<file path="config.mk">
export PLATFORM = sky130hd
export DESIGN_NAME = fwd_sel_gen
export DESIGN_NICKNAME = d
export VERILOG_FILES = /design/src/rtl/fwd_sel_gen.sv
export SDC_FILE = /design/constraint.sdc
export NUM_CORES = 1
export LEC_CHECK = 0
export CORE_ASPECT_RATIO = 1.2
export CORE_MARGIN = 2
export CORE_UTILIZATION = 55
export DETAILED_ROUTE_END_ITERATION = 10
export GPL_TIMING_DRIVEN = 1
export PLACE_DENSITY = 0.88
export SLEW_MARGIN = 10
export SYNTH_ARGS = -nofsm -noshare
export SYNTH_HDL_FRONTEND = slang
export SYNTH_SLANG_ARGS = --single-unit
</file>
<file path="constraint.sdc">
create_clock -name clk -period 4.5 [get_ports clk]
set_clock_uncertainty 0.2 [all_clocks]
set_input_delay 0.45 -clock clk [delete_from_list [all_inputs] [get_ports clk]]
set_output_delay 0.45 -clock clk [all_outputs]
set_load 0.03 [all_outputs]
</file>
<file path="src/rtl/fwd_sel_gen.sv">
// Operand-forwarding select generator: tracks destination registers through
// EX/MEM/WB and produces registered 4:1 operand-mux selects plus a load-use stall.
module fwd_sel_gen #(
    parameter int unsigned RA_W = 5
) (
    input  logic            clk,
    input  logic            rst_n,
    input  logic            freeze,
    input  logic            flush,
    input  logic            id_valid,
    input  logic [RA_W-1:0] id_rs1,
    input  logic [RA_W-1:0] id_rs2,
    input  logic            id_use_rs1,
    input  logic            id_use_rs2,
    input  logic [RA_W-1:0] id_rd,
    input  logic            id_regwrite,
    input  logic            id_memread,
    output logic [1:0]      ex_fwd_a_sel,
    output logic [1:0]      ex_fwd_b_sel,
    output logic            ex_valid,
    output logic            load_stall
);

    localparam logic [1:0] SEL_RF    = 2'b00;
    localparam logic [1:0] SEL_EXMEM = 2'b01;
    localparam logic [1:0] SEL_MEMWB = 2'b10;
    localparam logic [1:0] SEL_WBH   = 2'b11;

    // Tracking stages. A load in WB has already returned its data, so the
    // WB stage keeps no memread bit.
    logic            ex_valid_r, ex_regwrite_r, ex_memread_r;
    logic [RA_W-1:0] ex_rd_r;
    logic            mem_valid_r, mem_regwrite_r, mem_memread_r;
    logic [RA_W-1:0] mem_rd_r;
    logic            wb_valid_r, wb_regwrite_r;
    logic [RA_W-1:0] wb_rd_r;
    logic [1:0]      sel_a_r, sel_b_r;

    logic            load_stall_s;
    logic            bubble_s;
    logic [1:0]      sel_a_s, sel_b_s;

    function automatic logic stage_hit(
        input logic            use_rs,
        input logic [RA_W-1:0] rs,
        input logic            valid,
        input logic [RA_W-1:0] rd,
        input logic            regwrite
    );
        stage_hit = use_rs & valid & regwrite & (rd == rs) & (rs != {RA_W{1'b0}});
    endfunction

    // Newest producer wins.
    function automatic logic [1:0] pick_sel(
        input logic hit_ex,
        input logic hit_mem,
        input logic hit_wb
    );
        if (hit_ex) begin
            pick_sel = SEL_EXMEM;
        end else if (hit_mem) begin
            pick_sel = SEL_MEMWB;
        end else if (hit_wb) begin
            pick_sel = SEL_WBH;
        end else begin
            pick_sel = SEL_RF;
        end
    endfunction

    // Load-use hazard detection and next-cycle select computation.
    always_comb begin
        load_stall_s = id_valid & ex_valid_r & ex_memread_r & ex_regwrite_r
                     & (ex_rd_r != {RA_W{1'b0}})
                     & ((id_use_rs1 & (id_rs1 == ex_rd_r)) | (id_use_rs2 & (id_rs2 == ex_rd_r)));
        bubble_s = flush | load_stall_s | ~id_valid;
        if (bubble_s) begin
            sel_a_s = SEL_RF;
            sel_b_s = SEL_RF;
        end else begin
            sel_a_s = pick_sel(
                stage_hit(id_use_rs1, id_rs1, ex_valid_r,  ex_rd_r,  ex_regwrite_r),
                stage_hit(id_use_rs1, id_rs1, mem_valid_r, mem_rd_r, mem_regwrite_r),
                stage_hit(id_use_rs1, id_rs1, wb_valid_r,  wb_rd_r,  wb_regwrite_r));
            sel_b_s = pick_sel(
                stage_hit(id_use_rs2, id_rs2, ex_valid_r,  ex_rd_r,  ex_regwrite_r),
                stage_hit(id_use_rs2, id_rs2, mem_valid_r, mem_rd_r, mem_regwrite_r),
                stage_hit(id_use_rs2, id_rs2, wb_valid_r,  wb_rd_r,  wb_regwrite_r));
        end
    end

    // Pipeline tracking shift and select registers.
    always_ff @(posedge clk or negedge rst_n) begin
        if (!rst_n) begin
            ex_valid_r     <= 1'b0;
            ex_regwrite_r  <= 1'b0;
            ex_memread_r   <= 1'b0;
            ex_rd_r        <= {RA_W{1'b0}};
            mem_valid_r    <= 1'b0;
            mem_regwrite_r <= 1'b0;
            mem_memread_r  <= 1'b0;
            mem_rd_r       <= {RA_W{1'b0}};
            wb_valid_r     <= 1'b0;
            wb_regwrite_r  <= 1'b0;
            wb_rd_r        <= {RA_W{1'b0}};
            sel_a_r        <= SEL_RF;
            sel_b_r        <= SEL_RF;
        end else if (!freeze) begin
            wb_valid_r     <= mem_valid_r & ~mem_memread_r | mem_valid_r & mem_memread_r;
            wb_regwrite_r  <= mem_regwrite_r;
            wb_rd_r        <= mem_rd_r;
            mem_valid_r    <= ex_valid_r;
            mem_regwrite_r <= ex_regwrite_r;
            mem_memread_r  <= ex_memread_r;
            mem_rd_r       <= ex_rd_r;
            sel_a_r        <= sel_a_s;
            sel_b_r        <= sel_b_s;
            if (bubble_s) begin
                ex_valid_r    <= 1'b0;
                ex_regwrite_r <= 1'b0;
                ex_memread_r  <= 1'b0;
                ex_rd_r       <= {RA_W{1'b0}};
            end else begin
                ex_valid_r    <= 1'b1;
                ex_regwrite_r <= id_regwrite;
                ex_memread_r  <= id_memread;
                ex_rd_r       <= id_rd;
            end
        end
    end

    assign ex_fwd_a_sel = sel_a_r;
    assign ex_fwd_b_sel = sel_b_r;
    assign ex_valid     = ex_valid_r;
    assign load_stall   = load_stall_s;

endmodule

</file>
==> results.md <==
- Core box area: 0.002603 mm²
- Maximum vdd drop: 175.8 µV
- Max-slew violations: 0
- Vias/cell: ~5.9
- Fin crit period: ~3.6 ns
- CP max stage cell: clkdlybuf4s50_1
- P_sw: around 130 µW
- Cells along the critical path: clkdlybuf4s50_1 -> xor2_1 -> nor4_2 -> nand3b_1 -> a221oi_2 -> buf_4 -> clkdlybuf4s50_1
- Routed Antenna Nets: 0
- Crit-path leading delay family: buffers and inverters
- FF-to-FF setup slack: 2.40 ns
- Clock Latency Late Sink: 0.33 ns
- Power Density: 257.8 mW/mm²
- Critical path type: input port to primary output
- Synth unique cells: 24
- Status: finished clean
- Hold WC Path Type: register to register
- Post-cts resize count: 0
- Final hold vios: 0
- Synth Area in Simple Gates: 0.1455
- Post-Syn Area: roughly 0.0015 mm²
- Port-buffer cells: 29
- Internal power: ~350 µW
- Max-cap violations: 0
- P_leak: around 0.00079 µW
- Worst slew margin: 0.6072
- Worst Path Max Fanout: 13
- Async set-reset flop share out of synthesis: 1.000
- Post-Route WL: approximately 3.4 mm
- R2R cell count: 6
- Worst Hold Path EP: ex_memread_r
- Post-synthesis mux area share: 0.1030
- Diodes inserted: 0
- NumNets Final: between 150 and 200
- Total track usage: 0.2385
- Power after layout: between 400 and 500 µW
- Clock Sinks: 26
- RR Startpoint: ex_rd_r[0]
- CP startpoint kind: input port
- Comb power frac: 0.203
- Die Wd: 52.15 µm
- Achievable frequency: 281.4 MHz
- First-pass GRT wire length: around 5.6 mm
- Average routed wire per standard cell: 16.63 µm
- Grt ovf: 0
- Buf/Inv on CP: 3
- Mapped Nets: approximately 160
- DR iter-0 viols: 31
- Yosys reg bits: 26
- Routability congestion estimate: ~0.97
- Synth area leaders: dfrtp_1 43%, mux2_2 10%, xnor2_1 9.2%
- Routed vias: roughly 1200
- Site row count: 20
- Fraction of synthesized cell area in xor and xnor cells: 0.1717
- Reg power frac: 0.552
- Chip height: roughly 62 µm
- Worst slew pin tran: ~0.59 ns
- Worst r2r dst: ex_fwd_a_sel[1]
- Syn avg cell area: 10.93 µm²
- Post-synthesis adder-cell area fraction: 0
- Synth top cells by count: 26 x dfrtp_1, 16 x xnor2_1, 15 x nand2_1, 14 x mux2_2, 14 x xor2_1
- RSZ-0062 raised after global routing: false
- Vias in the first global route: approximately 1200
- Synthesized netlist cell count: 140
- Ys flop type: dfrtp_1
- Dpl hpwl: between 2 and 3 mm
- Initial core utilization: 0.5880
- Pre-antenna DRT Iters: 4
- TritonCTS clock tree: built
- Compound-cell area share of the yosys netlist: 0.1202
- Crit-path most repeated cell: clkdlybuf4s50_1
- Hold Startpoint: ex_memread_r
- Synth top area share: 0.4252
- Worst path max stage delay: approximately 0.70 ns
- Share of cells above drive strength 1: 0.1930
- I/O pins: 30
- Setup TNS: 0 ns
- Final worst path period share: 0.7897
- Largest net degree at the start of global routing: 28
- Total clock buffers created by CTS: 3
- Part of the power in the clock network: 0.245
- Count leader, synth: dfrtp_1
- Sw frac: 0.2750
- DIE AREA: about 0.0032 mm²
- Post-synth EDFFs: 0
- Setup violators final: 0
- Part of the Yosys area used for sequential elements: 0.4252
- Post-route DRC: 0
- YS warnings: 0
- Htree depth: 1
- Clock Tree Buf Depth: 2
- Clock transition at path regs: ~0.14 ns
- Post-CTS Setup Inserts: 0
- Synth area leader: dfrtp_1
- Initial antenna violation count: 0
- Largest family of logic cells by synthesized area: XOR/XNOR gates
- Root buffer cell: clkbuf_4
- Worst Path Required: 3.85 ns
- Hold depth: 2
- WP data arrival: 2.90 ns
- Area grow syn2layout: 23.63%
- CP Capture Type: primary output
[routing by layer]
metal / global-route usage / vias up / part of all wire
met5: 0 / - / 0
li1: - / 565 / -
met1: 0.3003 / 580 / 0.42
met3: 0.02632 / 11 / 0.046
met4: 0.1245 / 0 / 0.032
met2: 0.4087 / 43 / 0.50
[worst max-delay path by stage]
stage | start | end | slack (ns) | cells past startpoint
floorplan | id_rs2[0] | load_stall | 2.27 | 5
global placement | id_rs2[0] | load_stall | 1.06 | 7
detailed placement | id_rs1[0] | load_stall | 1.02 | 7
CTS | id_rs1[0] | load_stall | 0.98 | 7
global route | id_rs1[0] | load_stall | 0.88 | 7
finish | id_rs1[0] | load_stall | 0.95 | 7
[cells by family (layout without fill, tap and decap cells)]
kind of cell	after synthesis	after routing
xor+xnor	30	30
flops	26	26
simple gates	39	39
mux	14	14
buf+inv	12	43
compound gates	19	19
[cells in the final DEF, fill, tap and decap left out, drive strengths merged]
master / instances
a21oi: 2
a221oi: 1
buf: 3
clkbuf: 4
clkdlybuf4s50: 28
dfrtp: 26
dlygate4sd3: 1
inv: 7
mux2: 14
nand2: 15
nand3b: 2
nand4: 5
nor2: 4
nor3: 1
nor4: 6
nor4bb: 2
o211ai: 2
o21ai: 3
o31ai: 9
o41ai: 2
or4: 4
xnor2: 16
xor2: 14
[final cells by class]
type                       instances  area [µm²]
multi-input combinational        102       827.0
fill                             197       710.7
timing repair buffer              32       310.3
sequential                        26       650.6
inverter                           7       26.28
clock buffer                       4       36.28
tap                               33       41.29
[worst register-to-register path, cell delays in order (launching register included)]
cell,delay [ns]
dfrtp_1,0.46
xor2_1,0.19
nor4_2,0.31
nand3b_1,0.15
a221oi_2,0.28
buf_4,0.27
o41ai_1,0.12
[stage by stage]
stage | hold WS, ns | area (µm²) | setup WS (ns) | utilization | cells
2_1_floorplan | -0.04559 | 1530 | 2.265 | - | 140
4_1_cts | 0.3097 | 1887 | 0.9824 | 0.7250 | 203
3_5_place_dp | 0.2765 | 1851 | 1.015 | 0.7111 | 199
5_1_grt | 0.3347 | 1892 | 0.8802 | 0.7269 | 204
6_report | 0.3166 | 1892 | 0.9466 | 0.7269 | 204
3_3_place_gp | 0.2713 | 1851 | 1.057 | 0.7111 | 199
[registers in the layout (all words and copies together) (netlist names)]
signal / cells
mem_regwrite_r: 1
ex_fwd_b_sel: 2
mem_valid_r: 1
mem_rd_r: 5
ex_fwd_a_sel: 2
ex_valid: 1
wb_valid_r: 1
wb_rd_r: 5
ex_regwrite_r: 1
ex_memread_r: 1
wb_regwrite_r: 1
ex_rd_r: 5
[what timing repair did]
| action | 4_1_cts | 5_1_grt |
|---|---|---|
| hold buffers | 0 | 1 |
| endpoints found under the hold margin | 0 | 26 |
| endpoints found under the setup margin | 0 | 0 |
[power groups by stage]
stage                     clock network, µW  registers (µW)  logic [µW]
after detailed placement                  0             274        98.9
after global routing                    130             272         108
after floorplan                           0             269        57.1
after global placement                    0             273        95.1
final                                   119             269        99.1
after CTS                               121             269        99.8
No activity file was read; power rests on OpenSTA's default activity.
